### src/rtl/debounced_input_pio.sv
// Debounced input port for push-buttons and slide switches on the Avalon-MM bus.
// Each channel is synchronised, optionally inverted and debounced. Edges of the
// debounced value are captured into a write-1-to-clear register that drives a
// maskable level interrupt.
module debounced_input_pio #(
  parameter int               WIDTH           = 10,
  parameter int               DEBOUNCE_CYCLES = 50000,
  parameter int               EDGE_MODE       = 0,
  parameter logic [WIDTH-1:0] INVERT_MASK     = '0
) (
  input  logic             clk_clk,
  input  logic             reset_reset,
  input  logic [WIDTH-1:0] pins_in,
  input  logic [1:0]       avs_address,
  input  logic             avs_read,
  input  logic             avs_write,
  input  logic [31:0]      avs_writedata,
  output logic [31:0]      avs_readdata,
  output logic             irq
);

  localparam int CNT_W = (DEBOUNCE_CYCLES < 1) ? 1 : $clog2(DEBOUNCE_CYCLES + 1);
  localparam logic [CNT_W-1:0] CNT_LAST = CNT_W'(DEBOUNCE_CYCLES - 1);

  localparam logic [1:0] ADDR_DATA    = 2'd0;
  localparam logic [1:0] ADDR_RAW     = 2'd1;
  localparam logic [1:0] ADDR_IRQMASK = 2'd2;
  localparam logic [1:0] ADDR_EDGECAP = 2'd3;

  logic [WIDTH-1:0] sync1;
  logic [WIDTH-1:0] sync2;
  logic [WIDTH-1:0] s;
  logic [WIDTH-1:0] deb;
  logic [WIDTH-1:0] deb_next;
  logic [CNT_W-1:0] cnt      [WIDTH];
  logic [CNT_W-1:0] cnt_next [WIDTH];
  logic [WIDTH-1:0] rise;
  logic [WIDTH-1:0] fall;
  logic [WIDTH-1:0] hit;
  logic [WIDTH-1:0] irqmask;
  logic [WIDTH-1:0] edgecap;
  logic [WIDTH-1:0] wdata;
  logic [WIDTH-1:0] wr_clear;
  logic             unused_wdata;

  assign s     = sync2 ^ INVERT_MASK;
  assign wdata = avs_writedata[WIDTH-1:0];

  // Bits of the write bus above WIDTH have no register behind them.
  assign unused_wdata = ^avs_writedata;

  // Two-flop synchroniser moves the asynchronous pins into the clock domain.
  always_ff @(posedge clk_clk or posedge reset_reset) begin
    if (reset_reset) begin
      sync1 <= '0;
      sync2 <= '0;
    end else begin
      sync1 <= pins_in;
      sync2 <= sync1;
    end
  end

  // Per-channel stability counter: a change is accepted only after it has held
  // for DEBOUNCE_CYCLES consecutive cycles; any return to deb restarts the count.
  always_comb begin
    deb_next = deb;
    for (int i = 0; i < WIDTH; i++) begin
      cnt_next[i] = '0;
      if (s[i] != deb[i]) begin
        if (cnt[i] == CNT_LAST) begin
          deb_next[i] = s[i];
        end else begin
          cnt_next[i] = cnt[i] + CNT_W'(1);
        end
      end
    end
  end

  // Debounced state and counters.
  always_ff @(posedge clk_clk or posedge reset_reset) begin
    if (reset_reset) begin
      deb <= '0;
      for (int i = 0; i < WIDTH; i++) begin
        cnt[i] <= '0;
      end
    end else begin
      deb <= deb_next;
      for (int i = 0; i < WIDTH; i++) begin
        cnt[i] <= cnt_next[i];
      end
    end
  end

  // Edges are taken from the debounced value on the cycle it changes.
  assign rise = deb_next & ~deb;
  assign fall = ~deb_next & deb;
  assign hit  = (EDGE_MODE == 0) ? rise : ((EDGE_MODE == 1) ? fall : (rise | fall));

  assign wr_clear = (avs_write && (avs_address == ADDR_EDGECAP)) ? wdata : '0;

  // Interrupt mask and edge capture; a new hit beats a same-cycle clear.
  always_ff @(posedge clk_clk or posedge reset_reset) begin
    if (reset_reset) begin
      irqmask <= '0;
      edgecap <= '0;
    end else begin
      if (avs_write && (avs_address == ADDR_IRQMASK)) begin
        irqmask <= wdata;
      end
      edgecap <= (edgecap & ~wr_clear) | hit;
    end
  end

  // Registered read port; holds the last read value between reads.
  always_ff @(posedge clk_clk or posedge reset_reset) begin
    if (reset_reset) begin
      avs_readdata <= '0;
    end else if (avs_read) begin
      case (avs_address)
        ADDR_DATA:    avs_readdata <= 32'(deb);
        ADDR_RAW:     avs_readdata <= 32'(s);
        ADDR_IRQMASK: avs_readdata <= 32'(irqmask);
        default:      avs_readdata <= 32'(edgecap);
      endcase
    end
  end

  assign irq = |(edgecap & irqmask);

endmodule

### config.mk
export PLATFORM = sky130hd
export DESIGN_NAME = debounced_input_pio
export DESIGN_NICKNAME = d
export VERILOG_FILES = /design/src/rtl/debounced_input_pio.sv
export SDC_FILE = /design/constraint.sdc
export NUM_CORES = 1
export LEC_CHECK = 0
export CORE_MARGIN = 5
export CORE_UTILIZATION = 54
export CTS_CLUSTER_SIZE = 28
export DETAILED_ROUTE_END_ITERATION = 12
export GPL_TIMING_DRIVEN = 0
export PLACE_DENSITY_LB_ADDON = 0.1
export SLEW_MARGIN = 20
export SYNTH_ARGS = -nofsm -noshare
export SYNTH_HDL_FRONTEND = slang
export SYNTH_SLANG_ARGS = --single-unit
### constraint.sdc
create_clock -name clk_clk -period 9.7 [get_ports clk_clk]
set_clock_uncertainty 0.1 [all_clocks]
set_input_delay 0.97 -clock clk_clk [delete_from_list [all_inputs] [get_ports clk_clk]]
set_output_delay 0.97 -clock clk_clk [all_outputs]
set_load 0.01 [all_outputs]
==> run_summary.xml, run 1 <==
<?xml version="1.0" encoding="UTF-8"?>
<metrics>
  <group name="clock_network">
    <metric name="postCtsHoldBufs" unit="">0</metric>
    <metric name="largest_buffer_count_on_any_clock_path" unit="">3</metric>
    <metric name="clk_pin_slew_worst_paths" unit="ns">0.06</metric>
    <metric name="cts_sinks" unit="">220</metric>
    <metric name="tritoncts_clock_tree" unit="">built</metric>
    <metric name="postCtsResizedCells" unit="">0</metric>
    <metric name="cts_inserted_buffers" unit="">23</metric>
    <metric name="worst_skew_pair.late_latency" unit="ns">0.50</metric>
    <metric name="clockRootBuffer" unit="">sky130_fd_sc_hd__clkbuf_16</metric>
    <metric name="post_cts_buffers" unit="">0</metric>
    <metric name="htree_levels" unit="">1</metric>
  </group>
  <group name="setup_path">
    <metric name="critical_path_startpoint_category" unit="">flip-flop</metric>
    <metric name="crit_path_max_fanout" unit="">3</metric>
    <metric name="timing.setup.critical_path_class" unit="">flip-flop to output pin</metric>
    <metric name="cpPeakStageDelay" unit="ns">0.54</metric>
    <metric name="worst-r2r-setup-slack" unit="ns">7.48</metric>
    <metric name="cp_cell_sequence" unit="">a22o_1 -&gt; a221oi_1 -&gt; nand4_1 -&gt; clkdlybuf4s50_1</metric>
    <metric name="endpoint_kind" unit="">output pin</metric>
    <metric name="critPathBufInv" unit="">1</metric>
    <metric name="cp_data_arrival_time" unit="ns">2.20</metric>
    <metric name="cpMaxStageDelayCell" unit="">sky130_fd_sc_hd__clkdlybuf4s50_1</metric>
    <metric name="path_delay_family" unit="">compound AO/OA/AOI/OAI gates</metric>
    <metric name="worst_ep_required_time" unit="ns">8.63</metric>
  </group>
  <group name="global_route">
    <metric name="first_global_vias" unit="">6784</metric>
    <metric name="wire_length_of_the_first_global_routing_pass" unit="µm">32900</metric>
    <metric name="grt_overflow" unit="">0</metric>
    <metric name="grt_antenna_before_repair" unit="">0</metric>
    <metric name="grt_start_max_net_pins" unit="">89</metric>
    <metric name="groute.usage.overall" unit="%">17.8</metric>
  </group>
  <group name="timing">
    <metric name="setup_total_negative_slack" unit="ns">0</metric>
    <metric name="rsz_0062_raised_after_global_routing" unit="">false</metric>
    <metric name="finalMaxSlewViolations" unit="">0</metric>
    <metric name="fmax" unit="MHz">306</metric>
    <metric name="period_needed" unit="ns">3.27</metric>
    <metric name="min_period_over_period" unit="%">33.7</metric>
    <metric name="setup_viol_count_final" unit="">0</metric>
    <metric name="max_slew_margin" unit="%">45.7</metric>
    <metric name="fin_worst_hold_slack" unit="ns">0.251</metric>
    <metric name="finalHoldViolations" unit="">0</metric>
    <metric name="tightestPinTransition" unit="ns">0.814</metric>
  </group>
  <group name="floorplanning">
    <metric name="die_width" unit="µm">149</metric>
    <metric name="fp.dieArea" unit="µm²">22100</metric>
    <metric name="core.rowCount" unit="">50</metric>
    <metric name="core_area" unit="µm²">18800</metric>
    <metric name="pin_count" unit="">81</metric>
    <metric name="die_y" unit="µm">149</metric>
    <metric name="floorplan.initialDensity" unit="%">55.1</metric>
  </group>
  <group name="synthesis">
    <metric name="syn-instance-count" unit="">980</metric>
    <metric name="synth_largest_type_area_fraction" unit="%">53.0</metric>
    <metric name="post_synth_instance_area" unit="µm²">10400</metric>
    <metric name="yosys.area.top_type" unit="">sky130_fd_sc_hd__dfrtp_1</metric>
    <metric name="synth.yosys.warnings" unit="">0</metric>
    <metric name="main_area_contributors_after_synthesis" unit="">sky130_fd_sc_hd__dfrtp_1 53%, sky130_fd_sc_hd__xnor2_1 10%, sky130_fd_sc_hd__nor2_1 6.7%, sky130_fd_sc_hd__mux2_2 3.1%, sky130_fd_sc_hd__nor4_1 3.0%</metric>
    <metric name="synth_cell_types" unit="">43</metric>
    <metric name="ys_ff_latch" unit="">220</metric>
    <metric name="syn-mean-instance-area" unit="µm²">10.6</metric>
    <metric name="synth.yosys.seq_area_share" unit="%">53.0</metric>
  </group>
  <group name="routing">
    <metric name="post_drt_via_cell_ratio" unit="">5.27</metric>
    <metric name="drc" unit="">0</metric>
    <metric name="route.vias.total" unit="">7050</metric>
    <metric name="detail_route.iter0.violations" unit="">226</metric>
    <metric name="routed_wl" unit="µm">19200</metric>
    <metric name="ant_nets" unit="">0</metric>
    <metric name="routedWlPerCell" unit="µm">14.4</metric>
    <metric name="detailedRoute.firstPassIterationCount" unit="">4</metric>
  </group>
  <group name="cells_and_area">
    <metric name="layout_commonest_cell" unit="">sky130_fd_sc_hd__dfrtp_1</metric>
    <metric name="diodes" unit="">0</metric>
    <metric name="final_cell_mix" unit="">220 x sky130_fd_sc_hd__dfrtp_1, 185 x sky130_fd_sc_hd__nor2_1, 122 x sky130_fd_sc_hd__xnor2_1</metric>
    <metric name="drive_above_1_share" unit="%">11.0</metric>
    <metric name="syn2layout_area_growth" unit="%">14.8</metric>
    <metric name="net_count_reported_at_finish" unit="">1121</metric>
  </group>
  <group name="pwr">
    <metric name="power.density_cell_area" unit="nW/µm²">163</metric>
    <metric name="switching_power" unit="mW">0.432</metric>
    <metric name="pwr-share-clk" unit="%">43.6</metric>
    <metric name="power.static_leakage" unit="nW">4.87</metric>
    <metric name="p_comb_share" unit="%">6.4</metric>
    <metric name="seq_power_share" unit="%">50.0</metric>
    <metric name="worst_ir_drop_vdd" unit="µV">149</metric>
    <metric name="cellInternalPower" unit="mW">1.51</metric>
    <metric name="power_switching_share" unit="%">22.2</metric>
  </group>
  <group name="outcome">
    <metric name="status" unit="">complete, no violations</metric>
  </group>
  <group name="placed_design">
    <metric name="hpwl" unit="µm">13200</metric>
    <metric name="gp_routability_congestion" unit="">0.820</metric>
    <metric name="numPortBuffers" unit="">35</metric>
  </group>
  <group name="worst_hold_path">
    <metric name="worstHoldPathType" unit="">flip-flop to flip-flop</metric>
  </group>
  <group name="job">
    <metric name="max_cap_viol_count" unit="">0</metric>
  </group>
</metrics>
[sequential cells by signal (all words and copies together), names as in the netlist]
name          count
deb              10
avs_readdata     10
irqmask          10
s                10
sync1            10
cnt             160
edgecap          10
[logic make-up (layout without fill, tap and decap cells)]
| family | after synthesis | after routing | share of synthesized area, % |
|---|---|---|---|
| xor+xnor | 147 | 147 | 12.4 |
| other cells | 1 | 22 | 0.0361 |
| simple gates | 453 | 453 | 21.0 |
| compound gates | 28 | 28 | 2.99 |
| fa+ha+maj | 10 | 10 | 1.21 |
| flops | 220 | 220 | 53.0 |
| mux | 40 | 40 | 5.46 |
| buf+inv | 81 | 157 | 3.89 |
[power groups by stage]
stage / combinational (mW) / sequential [mW] / clock (mW)
3_5_place_dp: 0.127 / 0.990 / 0
3_3_place_gp: 0.122 / 0.989 / 0
6_report: 0.124 / 0.973 / 0.848
2_1_floorplan: 0.0779 / 0.985 / 0
5_1_grt: 0.139 / 0.977 / 0.914
4_1_cts: 0.127 / 0.973 / 0.870
[final cells by class]
type / count / area, µm²
Sequential cell: 220 / 5510
Inverter: 44 / 173
Tap cell: 260 / 325
Multi-Input combinational cell: 700 / 4550
Fill cell: 1551 / 6910
Clock inverter: 8 / 95.1
Buffer: 37 / 239
Clock buffer: 31 / 626
Timing Repair Buffer: 37 / 405
[worst paths after layout]
| check | from | to | cells after the start |
|---|---|---|---|
| min in group asynchronous | reset_reset | cnt[10] | 2 |
| min | sync1[3] | s[3] | 0 |
| max reg2reg | cnt[124] | cnt[126] | 5 |
| max in group asynchronous | reset_reset | cnt[117] | 4 |
| max | edgecap[9] | irq | 4 |
| min reg2reg | sync1[3] | s[3] | 0 |
[cell usage after synthesis (all sizes together)]
| master | instances |
|---|---|
| nand2 | 49 |
| a22o | 2 |
| mux4 | 10 |
| o21ai | 3 |
| nand3b | 4 |
| nor4b | 5 |
| a221oi | 1 |
| mux2 | 30 |
| nand3 | 59 |
| nand4 | 37 |
| nor4bb | 4 |
| conb | 1 |
| dfrtp | 220 |
| nor4 | 49 |
| or2 | 1 |
| or4b | 2 |
| nor2b | 1 |
| a31o | 1 |
| or3 | 6 |
| inv | 44 |
| buf | 33 |
| nand2b | 3 |
| and2 | 1 |
| nor2 | 185 |
| ha | 10 |
| a32o | 6 |
| o31ai | 2 |
| and3 | 7 |
| clkbuf | 4 |
| o41ai | 7 |
| nor3 | 37 |
| xor2 | 25 |
| a21oi | 3 |
| or4 | 3 |
| xnor2 | 122 |
| a22oi | 3 |
[stage by stage]
stage               power [mW]  util (%)  instances  area, µm²  setup WS (ns)
floorplan                 1.06         -       1001      10500           2.61
global placement          1.11      59.1       1296      11100         -0.179
detailed placement        1.12      59.5       1298      11200           6.17
CTS                       1.97      63.3       1337      11900           6.39
global route              2.03      63.3       1337      11900           6.32
finish                    1.95      63.3       1337      11900           6.43
[routing by layer]
metal	vias up	wire length, µm	GRT usage [%]
li1	3507	-	-
met1	3404	9120	25.5
met2	112	8990	28.6
met3	27	736	2.86
met4	0	368	3.97
met5	-	0	0
(Power assumes the default switching activity.)
==> run 2: changes to the inputs <==
==> constraint.sdc (replaced) <==
create_clock -name clk_clk -period 3.2 [get_ports clk_clk]
set_clock_uncertainty 0.1 [all_clocks]
set_input_delay 0.32 -clock clk_clk [delete_from_list [all_inputs] [get_ports clk_clk]]
set_output_delay 0.32 -clock clk_clk [all_outputs]
set_load 0.01 [all_outputs]
==> run 2 against run 1 <==
Sequential cell count unchanged. Combinational power grew to 3.1 times the previous value. Cell area up 1.3%. Core utilization increased by 0.82 points. Final cell count up 0.45%. Via count rose by 0.50%. Register-to-register slack lost 6.5 ns. Critical path type unchanged. Critical endpoint unchanged. Largest cell class unchanged. Highest routed layer unchanged.
==> run_summary.xml, run 2 (synthesis results as in run 1) <==
<?xml version="1.0" encoding="UTF-8"?>
<metrics>
  <group name="timing">
    <metric name="tightestPinTransition" unit="ns">0.803</metric>
    <metric name="setup_viol_count_final" unit="">0</metric>
    <metric name="period_needed" unit="ns">2.75</metric>
    <metric name="max_slew_margin" unit="%">46.4</metric>
    <metric name="finalHoldViolations" unit="">0</metric>
    <metric name="min_period_over_period" unit="%">85.8</metric>
    <metric name="rsz_0062_raised_after_global_routing" unit="">false</metric>
    <metric name="final.setup.worst_slack" unit="ns">0.455</metric>
    <metric name="finalMaxSlewViolations" unit="">0</metric>
    <metric name="fmax" unit="MHz">364</metric>
  </group>
  <group name="floorplanning">
    <metric name="core_area" unit="µm²">18800</metric>
    <metric name="die_width" unit="µm">149</metric>
    <metric name="core.rowCount" unit="">50</metric>
    <metric name="fp.dieArea" unit="µm²">22100</metric>
    <metric name="die_y" unit="µm">149</metric>
    <metric name="pin_count" unit="">81</metric>
    <metric name="floorplan.initialDensity" unit="%">55.1</metric>
  </group>
  <group name="routing">
    <metric name="detailedRoute.firstPassIterationCount" unit="">4</metric>
    <metric name="top_layer_used" unit="">met4</metric>
    <metric name="ant_nets" unit="">0</metric>
    <metric name="route.vias.total" unit="">7085</metric>
    <metric name="detail_route.iter0.violations" unit="">321</metric>
    <metric name="post_drt_via_cell_ratio" unit="">5.28</metric>
    <metric name="detail_route.wirelength.met1" unit="µm">9500</metric>
    <metric name="routedWlPerCell" unit="µm">14.4</metric>
    <metric name="drc" unit="">0</metric>
    <metric name="routed_wl" unit="µm">19300</metric>
    <metric name="routed-wl-met2" unit="µm">8800</metric>
    <metric name="dr_wl_met3" unit="µm">682</metric>
  </group>
  <group name="setup_path">
    <metric name="critPathBufInv" unit="">1</metric>
    <metric name="timing.setup.critical_path_class" unit="">flip-flop to output pin</metric>
    <metric name="critical_path_startpoint_category" unit="">flip-flop</metric>
    <metric name="crit_path_max_fanout" unit="">3</metric>
    <metric name="cp_data_arrival_time" unit="ns">2.33</metric>
    <metric name="endpoint_kind" unit="">output pin</metric>
    <metric name="cp_cell_sequence" unit="">a22o_1 -&gt; a221oi_1 -&gt; nand4_1 -&gt; clkdlybuf4s50_1</metric>
    <metric name="cpMaxStageDelayCell" unit="">sky130_fd_sc_hd__clkdlybuf4s50_1</metric>
    <metric name="worst_ep_required_time" unit="ns">2.78</metric>
    <metric name="cpPeakStageDelay" unit="ns">0.56</metric>
    <metric name="path_delay_family" unit="">compound AO/OA/AOI/OAI gates</metric>
  </group>
  <group name="cells_and_area">
    <metric name="total_area_of_multi_input_combinational_cells" unit="µm²">4550</metric>
    <metric name="largest_reg_flops" unit="">160</metric>
    <metric name="layout.area.seq" unit="µm²">5510</metric>
    <metric name="syn2layout_area_growth" unit="%">16.3</metric>
    <metric name="max_flop_register" unit="">cnt</metric>
    <metric name="fillerInstances" unit="">1524</metric>
    <metric name="drive_above_1_share" unit="%">11.6</metric>
    <metric name="layout_commonest_cell" unit="">sky130_fd_sc_hd__dfrtp_1</metric>
    <metric name="net_count_reported_at_finish" unit="">1126</metric>
    <metric name="diodes" unit="">0</metric>
    <metric name="final_cell_mix" unit="">220 x sky130_fd_sc_hd__dfrtp_1, 185 x sky130_fd_sc_hd__nor2_1, 122 x sky130_fd_sc_hd__xnor2_1</metric>
  </group>
  <group name="global_route">
    <metric name="first_global_vias" unit="">6795</metric>
    <metric name="grt_antenna_before_repair" unit="">0</metric>
    <metric name="groute.usage.overall" unit="%">18.1</metric>
    <metric name="wire_length_of_the_first_global_routing_pass" unit="µm">33700</metric>
    <metric name="grt_start_max_net_pins" unit="">35</metric>
    <metric name="grt_overflow" unit="">0</metric>
  </group>
  <group name="clock_network">
    <metric name="htree_levels" unit="">1</metric>
    <metric name="tritoncts_clock_tree" unit="">built</metric>
    <metric name="clk_pin_slew_worst_paths" unit="ns">0.06</metric>
    <metric name="cts_sinks" unit="">220</metric>
    <metric name="postCtsHoldBufs" unit="">0</metric>
    <metric name="cts_inserted_buffers" unit="">24</metric>
    <metric name="postCtsResizedCells" unit="">0</metric>
    <metric name="post_cts_buffers" unit="">0</metric>
    <metric name="worst_skew_pair.late_latency" unit="ns">0.51</metric>
    <metric name="clockRootBuffer" unit="">sky130_fd_sc_hd__clkbuf_16</metric>
    <metric name="largest_buffer_count_on_any_clock_path" unit="">3</metric>
  </group>
  <group name="pwr">
    <metric name="power.density_cell_area" unit="nW/µm²">508</metric>
    <metric name="worst_ir_drop_vdd" unit="µV">452</metric>
    <metric name="power.static_leakage" unit="nW">4.95</metric>
    <metric name="p_total" unit="mW">6.14</metric>
  </group>
  <group name="job">
    <metric name="max_cap_viol_count" unit="">0</metric>
  </group>
  <group name="placed_design">
    <metric name="gp_routability_congestion" unit="">0.821</metric>
    <metric name="hpwl" unit="µm">13400</metric>
    <metric name="numPortBuffers" unit="">35</metric>
    <metric name="setup_slack_at_placement" unit="ns">0.293</metric>
  </group>
  <group name="outcome">
    <metric name="status" unit="">complete, no violations</metric>
  </group>
  <group name="worst_hold_path">
    <metric name="worstHoldPathType" unit="">input pin to flip-flop</metric>
  </group>
</metrics>
-- run 2: changes by cell type in the layout (fill, tap and decap cells not counted) --
cell                         previous run  this run
sky130_fd_sc_hd__clkbuf_16             23        24
sky130_fd_sc_hd__inv_8                  1         0
sky130_fd_sc_hd__clkinv_8               0         1
sky130_fd_sc_hd__clkbuf_8               2         5
sky130_fd_sc_hd__buf_16                 2         0
sky130_fd_sc_hd__clkinv_2               4         3
sky130_fd_sc_hd__bufinv_16              2         3
sky130_fd_sc_hd__clkbuf_1              10         8
sky130_fd_sc_hd__buf_12                 0         6
sky130_fd_sc_hd__clkinvlp_4             2         1
sky130_fd_sc_hd__clkinv_4               0         1
-- run 2: area by class of cell --
type	count	area share, %
multi-input combinational	700	37.7
timing repair buffer	41	3.90
clock buffer	33	5.67
inverter	44	1.40
clock inverter	8	1.08
tap	260	2.69
sequential	220	45.6
buffer	37	1.98
-- run 2: power breakdown --
group          switching, mW  internal, mW  total, mW
Clock                   1.07          1.73       2.80
Combinational          0.191         0.196      0.387
Sequential            0.0760          2.87       2.95
Total                   1.34          4.80       6.14
-- run 2: layer usage --
layer  track usage [%]  vias to the layer above
met5                 0                        -
met2              28.2                       84
met4              3.93                        0
met3              2.89                       27
li1                  -                     3526
met1              27.0                     3448
-- run 2: path summary, 6_finish.rpt --
| path | startpoint | end | slack [ns] | cells after the start |
|---|---|---|---|---|
| min | pins_in[3] | sync1[3] | 0.14 | 1 |
| min reg2reg | sync1[5] | s[5] | 0.25 | 0 |
| max reg2reg | cnt[96] | cnt[104] | 0.96 | 5 |
| max in group asynchronous | reset_reset | cnt[51] | 1.77 | 5 |
| max | edgecap[9] | irq | 0.45 | 4 |
| min in group asynchronous | reset_reset | cnt[36] | 0.17 | 2 |
-- run 2: per-stage QoR --
step / hold slack (ns) / area (µm²) / utilization, % / cells / setup TNS (ns)
floorplan: 0.231 / 10500 / - / 1001 / -19.38
global placement: 0.234 / 11100 / 59.2 / 1296 / -386.37
detailed placement: 0.236 / 11300 / 59.8 / 1302 / 0
CTS: 0.121 / 12100 / 64.1 / 1343 / 0
global route: 0.121 / 12100 / 64.1 / 1343 / 0
finish: 0.144 / 12100 / 64.1 / 1343 / 0
